File: src/rtl/call_stack.sv
// Return-address LIFO for JSB/RET: pushes PC+1, exposes the top entry to the PC mux,
// tracks occupancy and latches sticky overflow/underflow for debug.
module call_stack #(
  parameter int ADDR_WIDTH = 12,
  parameter int DEPTH      = 8,
  parameter int CNT_WIDTH  = $clog2(DEPTH) + 1
) (
  input  logic                  clk,
  input  logic                  rst,
  input  logic                  push_stack,
  input  logic                  pop_stack,
  input  logic                  flush,
  input  logic [ADDR_WIDTH-1:0] ret_addr_in,
  output logic [ADDR_WIDTH-1:0] top_out,
  output logic [CNT_WIDTH-1:0]  count,
  output logic                  empty,
  output logic                  full,
  output logic                  overflow,
  output logic                  underflow
);

  localparam int IDX_W = $clog2(DEPTH);
  localparam logic [CNT_WIDTH-1:0] FULL_CNT = CNT_WIDTH'(DEPTH);

  logic [ADDR_WIDTH-1:0] mem_q [DEPTH];
  logic [CNT_WIDTH-1:0]  sp_q, sp_d;
  logic                  ovf_q, ovf_d;
  logic                  unf_q, unf_d;
  logic                  wr_en;
  logic [IDX_W-1:0]      wr_idx;
  logic [IDX_W-1:0]      top_idx;
  logic                  is_empty, is_full;

  assign is_empty = (sp_q == '0);
  assign is_full  = (sp_q == FULL_CNT);
  // Low bits of sp wrap DEPTH to 0, so subtracting one lands on DEPTH-1 when full.
  assign top_idx  = sp_q[IDX_W-1:0] - IDX_W'(1);

  assign top_out   = is_empty ? '0 : mem_q[top_idx];
  assign count     = sp_q;
  assign empty     = is_empty;
  assign full      = is_full;
  assign overflow  = ovf_q;
  assign underflow = unf_q;

  always_comb begin
    sp_d   = sp_q;
    ovf_d  = ovf_q;
    unf_d  = unf_q;
    wr_en  = 1'b0;
    wr_idx = sp_q[IDX_W-1:0];
    if (flush) begin
      sp_d  = '0;
      ovf_d = 1'b0;
      unf_d = 1'b0;
    end else if (push_stack && pop_stack) begin
      wr_en = 1'b1;
      if (is_empty) begin
        wr_idx = '0;
        sp_d   = CNT_WIDTH'(1);
      end else begin
        wr_idx = top_idx;
      end
    end else if (push_stack) begin
      if (is_full) begin
        ovf_d = 1'b1;
      end else begin
        wr_en = 1'b1;
        sp_d  = sp_q + CNT_WIDTH'(1);
      end
    end else if (pop_stack) begin
      if (is_empty) begin
        unf_d = 1'b1;
      end else begin
        sp_d = sp_q - CNT_WIDTH'(1);
      end
    end
  end

  always_ff @(posedge clk or posedge rst) begin
    if (rst) begin
      sp_q  <= '0;
      ovf_q <= 1'b0;
      unf_q <= 1'b0;
    end else begin
      sp_q  <= sp_d;
      ovf_q <= ovf_d;
      unf_q <= unf_d;
    end
  end

  // Entry storage is never cleared; validity comes solely from sp.
  always_ff @(posedge clk) begin
    if (wr_en) mem_q[wr_idx] <= ret_addr_in;
  end

endmodule

File: config.mk
export PLATFORM = sky130hd
export DESIGN_NAME = call_stack
export DESIGN_NICKNAME = d
export VERILOG_FILES = /design/src/rtl/call_stack.sv
export SDC_FILE = /design/constraint.sdc
export NUM_CORES = 1
export LEC_CHECK = 0
export ABC_CLOCK_PERIOD_IN_PS = 2900
export CAP_MARGIN = 30
export CORE_MARGIN = 4
export CORE_UTILIZATION = 50
export CTS_CLUSTER_DIAMETER = 50
export DETAILED_ROUTE_END_ITERATION = 7
export HOLD_SLACK_MARGIN = 0.15
export PLACE_DENSITY = 0.82
export SLEW_MARGIN = 10
export SYNTH_ARGS = -nofsm -noshare
export SYNTH_HDL_FRONTEND = slang
export SYNTH_SLANG_ARGS = --single-unit
File: constraint.sdc
create_clock -name clk -period 2.9 [get_ports clk]
set_input_delay 0.435 -clock clk [delete_from_list [all_inputs] [get_ports clk]]
set_output_delay 0.435 -clock clk [all_outputs]
set_load 0.005 [all_outputs]
[After elaboration in Yosys (flattened, before gate mapping)]
Memories as Yosys holds them, arrays and structs flattened.
Cells that the tools add are included.
Word-level totals
  flip-flop bits (word level): 6
  memory bits (writable): 96
  bits of input ports: 17
  output and inout port bits: 20
  logic and storage cells: 49
  memories kept: 1
Cells by class
  $add $sub $neg: 3
  equal/unequal tests: 6
  muxes and demuxes: 26
  reductions and logical operators: 10
Memories
  mem_q: words 8, width 12, rd ports 1, clocked after Yosys merged registers in 0, wr ports 1, line 25  | logic [ADDR_WIDTH-1:0] mem_q [DEPTH];
Operators by type and width (number)
  4-bit two-way mux: 7
  1-bit two-way mux: 15
  12-bit two-way mux: 1
  3-bit two-way mux: 3
  4-bit by 3-bit != test with 1-bit output (second input constant): 2
  4-bit AND reduction: 2
  2-bit nonzero test: 4
  4-bit by 1-bit adder with 4-bit output (second input constant): 1
  4-bit equality test (second input constant): 1
  4-bit logical NOT: 1
  4-bit nonzero test: 1
  4-bit by 1-bit subtractor with 4-bit output (second input constant): 1
  3-bit != test (second input constant): 1
  3-bit AND reduction: 1
  3-bit by 1-bit subtractor with 3-bit output (second input constant): 1
  2-bit by 1-bit != test with 1-bit output (second input constant): 1
  2-bit != test (second input constant): 1
  1-bit logical AND: 1

[Longest topological paths before layout]
  depth in word-level cells: 7
  depth in mapped cells: 8
  gate-level depth less buffers: 6

[Worst setup path before layout]
Ideal clock, no wire load.
  path kind: register to register
  start: register sp_q[0] (netlist: count[0])
  end: memory mem_q[2][0] (enable)
  setup time: 385 ps
  arrival time: 2239 ps
  required time: 2515 ps
  setup slack: 276 ps
  cell stages (with the launch flop): 9
  path buffers: 3
  period minus slack after synthesis: 2624 ps
  path through: dfrtp_1 buf_2 inv_2 ha_1 buf_4 clkbuf_1 nor2_1 o21ai_0 a21oi_1
Between the ends
  word-level cells in the longest chain between the ends: 7
  elaborated cells on any way between the ends: 12
  classes of those cells: 1 x add/sub; 1 x eq/ne; 9 x mux; 1 x reduce/logical
Ends and longest elaborated chain
  start: declaration: line 26  | logic [CNT_WIDTH-1:0] sp_q, sp_d;
  start signal: assignment: line 86  | sp_q <= sp_d;
  4-bit equality test: line 35  | assign is_full = (sp_q == FULL_CNT);
  1-bit two-way mux: line 65  | if (is_full) begin
  1-bit two-way mux: line 64  | end else if (push_stack) begin
  1-bit two-way mux: line 56  | end else if (push_stack && pop_stack) begin
  1-bit two-way mux: line 52  | if (flush) begin
  1-bit two-way mux: line 94  | if (wr_en) mem_q[wr_idx] <= ret_addr_in;
  1-bit two-way mux (implied by the code): line 94
  end: declaration: line 25
Several ways; a longest one is shown, not always the timed one.

[Worst setup path after layout]
  start: register sp_q[0] (netlist: count[0])
  end: output port top_out[11]
Between the ends
  word-level cells in the longest chain between the ends: 3
  elaborated cells on any way between the ends: 4
  classes of those cells: 1 x add/sub; 1 x mux; 1 x reduce/logical; 1 x memory
Ends and longest elaborated chain
  3-bit by 1-bit subtractor with 3-bit output: line 37  | assign top_idx = sp_q[IDX_W-1:0] - IDX_W'(1);
  memory 8 x 12 bit
  12-bit two-way mux *: line 39  | assign top_out = is_empty ? '0 : mem_q[top_idx];
  end: declaration: line 14  | output logic [ADDR_WIDTH-1:0] top_out,
Every way passes the cells marked *; elsewhere a longest branch is shown, timed or not.

==> flow_metrics.tcl <==
set metrics [dict create \
    intPower_mw 2.72 \
    async_flop_share_pct 5.88 \
    synth.top_cell.area_share_pct 66.4 \
    drv_cap 0 \
    syn-num-nets 278 \
    postCtsHoldBufs 0 \
    holdWs_ns 0.284 \
    hold_class "input pin to async pin" \
    min_period_over_period_pct 94.9 \
    drt_iter0_markers 262 \
    synth-xor-area-share_pct 0.403 \
    ys_ff_latch 102 \
    drtAntennaViolNets 0 \
    grt_pass1_vias 2502 \
    die-area_mm2 0.0102 \
    worstMarginPinSlew_ns 0.545 \
    synth-edff-count 96 \
    layout_commonest_cell "edfxtp_1" \
    syn_area_mm2 0.00434 \
    p_sw_share_pct 29.8 \
    power.share.clock_pct 21.7 \
    p_sw_mw 1.16 \
    boundaryPins 37 \
    initial_utilization_pct 52.1 \
    synthToLayoutAreaGrowth_pct 19.5 \
    fin_cells 421 \
    gr-usage-met1_pct 25.3 \
    fin_nets 333 \
    finalSetupViolations 0 \
    drc 0 \
    cts.sinks 102 \
    cpMaxStageDelayCell "clkdlybuf4s50_1" \
    worstSetupStartpointType "flip-flop" \
    wl_mm 8.78 \
    ys.warnings.count 0 \
    critPathKind "flip-flop to output port" \
    die_w_um 101 \
    synth_compound_area_share_pct 5.68 \
    required_ns 2.47 \
    muxShareOfSynthArea_pct 13.5 \
    drive_gt1_share_pct 24.1 \
    rows 33 \
    p_per_area_mw_per_mm2 748 \
    synth.avg_cell_area_um2 17.0 \
    h-tree-depth 3 \
    die-height_um 101 \
    clock_latency_ns 0.36 \
    clk_pin_slew_ns 0.10 \
    finalCriticalPeriod_ns 2.75 \
    synth.top_cells.by_area "edfxtp_1 66%, mux4_2 13%, dfrtp_1 3.5%" \
    seqPwrFrac_pct 44.7 \
    synth-simple-area-share_pct 5.71 \
    finalHoldViolCount 0 \
    clock_skew_ns 0.00768 \
    antenna_found_initial 0 \
    synthAdderAreaFrac_pct 1.61 \
    tns_ns 0 \
    max_stage_delay_ns 0.46 \
    crit_chain "inv_2, ha_4, nor2b_4, nor2_1, a21boi_1, buf_4, o21ai_1, clkdlybuf4s50_1" \
    numCtsBuffers 9 \
    dp_hpwl_mm 5.56 \
    vdd_drop_max_mv 0.340 \
    cpLargestDelayFamily "buffers and inverters" \
    final_max_slew_viol_count 0 \
    cts_tree "yes" \
    core_area_mm2 0.00834 \
    vias 2431 \
    final_util_pct 62.2 \
    critPathBufInv 3 \
    max_freq_ghz 0.363 \
    combPwrFrac_pct 33.6 \
    use_met3_pct 2.41 \
    post_drt_via_cell_ratio 5.77 \
    clockBufferDepth 2 \
    firstDrtPassIters 4 \
    critPathArrivalTime_ns 2.32 \
    grt_max_degree 29 \
    critPathMaxFanout 8 \
    synth_flop_cell "edfxtp_1" \
    grt_pass1_wl_mm 13.8 \
    p_leak_nw 1.73 \
    yosysSeqAreaShare_pct 69.9 \
    grtUsageTotal_pct 18.3 \
    endpoint_kind "output port" \
    synth_top_family_by_area "multiplexers" \
    busiest_layer "met2" \
    synth_cell_types 41 \
    drt-wirelength-per-cell_um 20.9 \
    max_slew_margin_pct 63.1 \
    outcome "completed" \
    clockRootBuffer "clkbuf_8" \
    syn_inst 256 \
    synth_largest_area_cell "edfxtp_1" \
    grtUsageMet2_pct 29.7 \
    overflow 0 \
    dp_cells 403 \
    portBuffers 36 \
    mostFrequentLayoutCells "96 x edfxtp_1, 36 x clkdlybuf4s50_1, 25 x mux4_2" \
    routabilityCongestion 0.803 \
    diodes 0 \
]
==> cell usage after synthesis, types with 2 or more instances <==
master and number:
clkinv_1 2, nor3_1 2, ha_1 4, dfrtp_1 6
nand2_1 3, nand4b_1 2, inv_1 13, edfxtp_1 96
mux4_2 25, and2_1 2, nand2b_1 4, buf_4 3
a211oi_1 2, nor2_1 18, nor4b_1 2, or3_1 2
o21ai_0 4, a21oi_1 8, buf_2 6, clkbuf_1 4
o21ai_1 25, nor2b_1 3, inv_2 2
==> sequential cells by signal (all words and copies together), names as in the netlist <==
signal and cells:
mem_q 96, overflow 1, underflow 1, count 4
==> cell type report <==
class	count	area (um2)
multi-input combinational	123	1200
clock inverter	7	68.8
tap	105	131
inverter	17	63.8
fill	601	3150
timing repair buffer	58	559
clock buffer	9	124
sequential	102	3040
==> cell families after synthesis <==
kind of cell | after synthesis
flip-flops | 102
AND/OR/NAND/NOR | 44
AO/OA/AOI/OAI | 45
adder cells (fa/ha/maj) | 5
XOR/XNOR | 2
buffers and inverters | 31
multiplexers | 27
==> per-stage QoR <==
| stage | worst slack (ns) | instance area, um2 | power, mW |
|---|---|---|---|
| after floorplan | 0.276 | 4340 | 2.46 |
| after global placement | 0.328 | 4920 | 2.94 |
| after detailed placement | 0.262 | 4920 | 2.97 |
| after CTS | 0.00692 | 5120 | 3.82 |
| after global routing | -0.0190 | 5190 | 4.09 |
| final | 0.147 | 5190 | 3.88 |
==> metal layers <==
metal	up-vias	wire length, um
met5	-	0
met4	0	201
met3	15	434
met2	85	4490
met1	1219	3650
li1	1112	-
==> power groups by stage <==
| stage | combinational (mW) | clock, mW | sequential (mW) |
|---|---|---|---|
| 2_1_floorplan | 0.713 | 0 | 1.75 |
| 3_3_place_gp | 1.18 | 0 | 1.76 |
| 3_5_place_dp | 1.21 | 0 | 1.77 |
| 4_1_cts | 1.22 | 0.863 | 1.73 |
| 5_1_grt | 1.41 | 0.938 | 1.74 |
| 6_report | 1.30 | 0.843 | 1.73 |
==> worst paths after layout <==
path                                            start                    end  slack, ns  cells past startpoint
worst min register to register  underflow$_DFFE_PP0P_  underflow$_DFFE_PP0P_       0.52                      2
min in group clk                underflow$_DFFE_PP0P_  underflow$_DFFE_PP0P_       0.52                      2
worst min-delay path                              rst  underflow$_DFFE_PP0P_       0.28                      2
worst max register to register   count[0]$_DFFE_PP0P_  mem_q[0][9]$_DFFE_PP_       0.47                      7
worst max-delay path             count[0]$_DFFE_PP0P_            top_out[11]       0.15                      8
max in group asynchronous                         rst   count[0]$_DFFE_PP0P_       2.41                      2
==> worst reg2reg max path: cells and delay by family, from the launching register on <==
family | cells | cell delay [ns]
buffers and inverters | 2 | 0.36
DFF | 1 | 0.44
and+or+nand+nor | 3 | 0.70
adders and majority gates | 1 | 0.16
AOI/OAI and AO/OA | 1 | 0.53
==> timing repair <==
| item | in CTS | in global routing |
|---|---|---|
| setup buffers | 1 | 0 |
| gates cloned | 0 | 1 |
| endpoints found under the setup margin | 12 | 13 |
| pin swaps | 0 | 1 |
| gates resized for setup | 2 | 9 |
No activity file was read; power rests on OpenSTA's default activity.
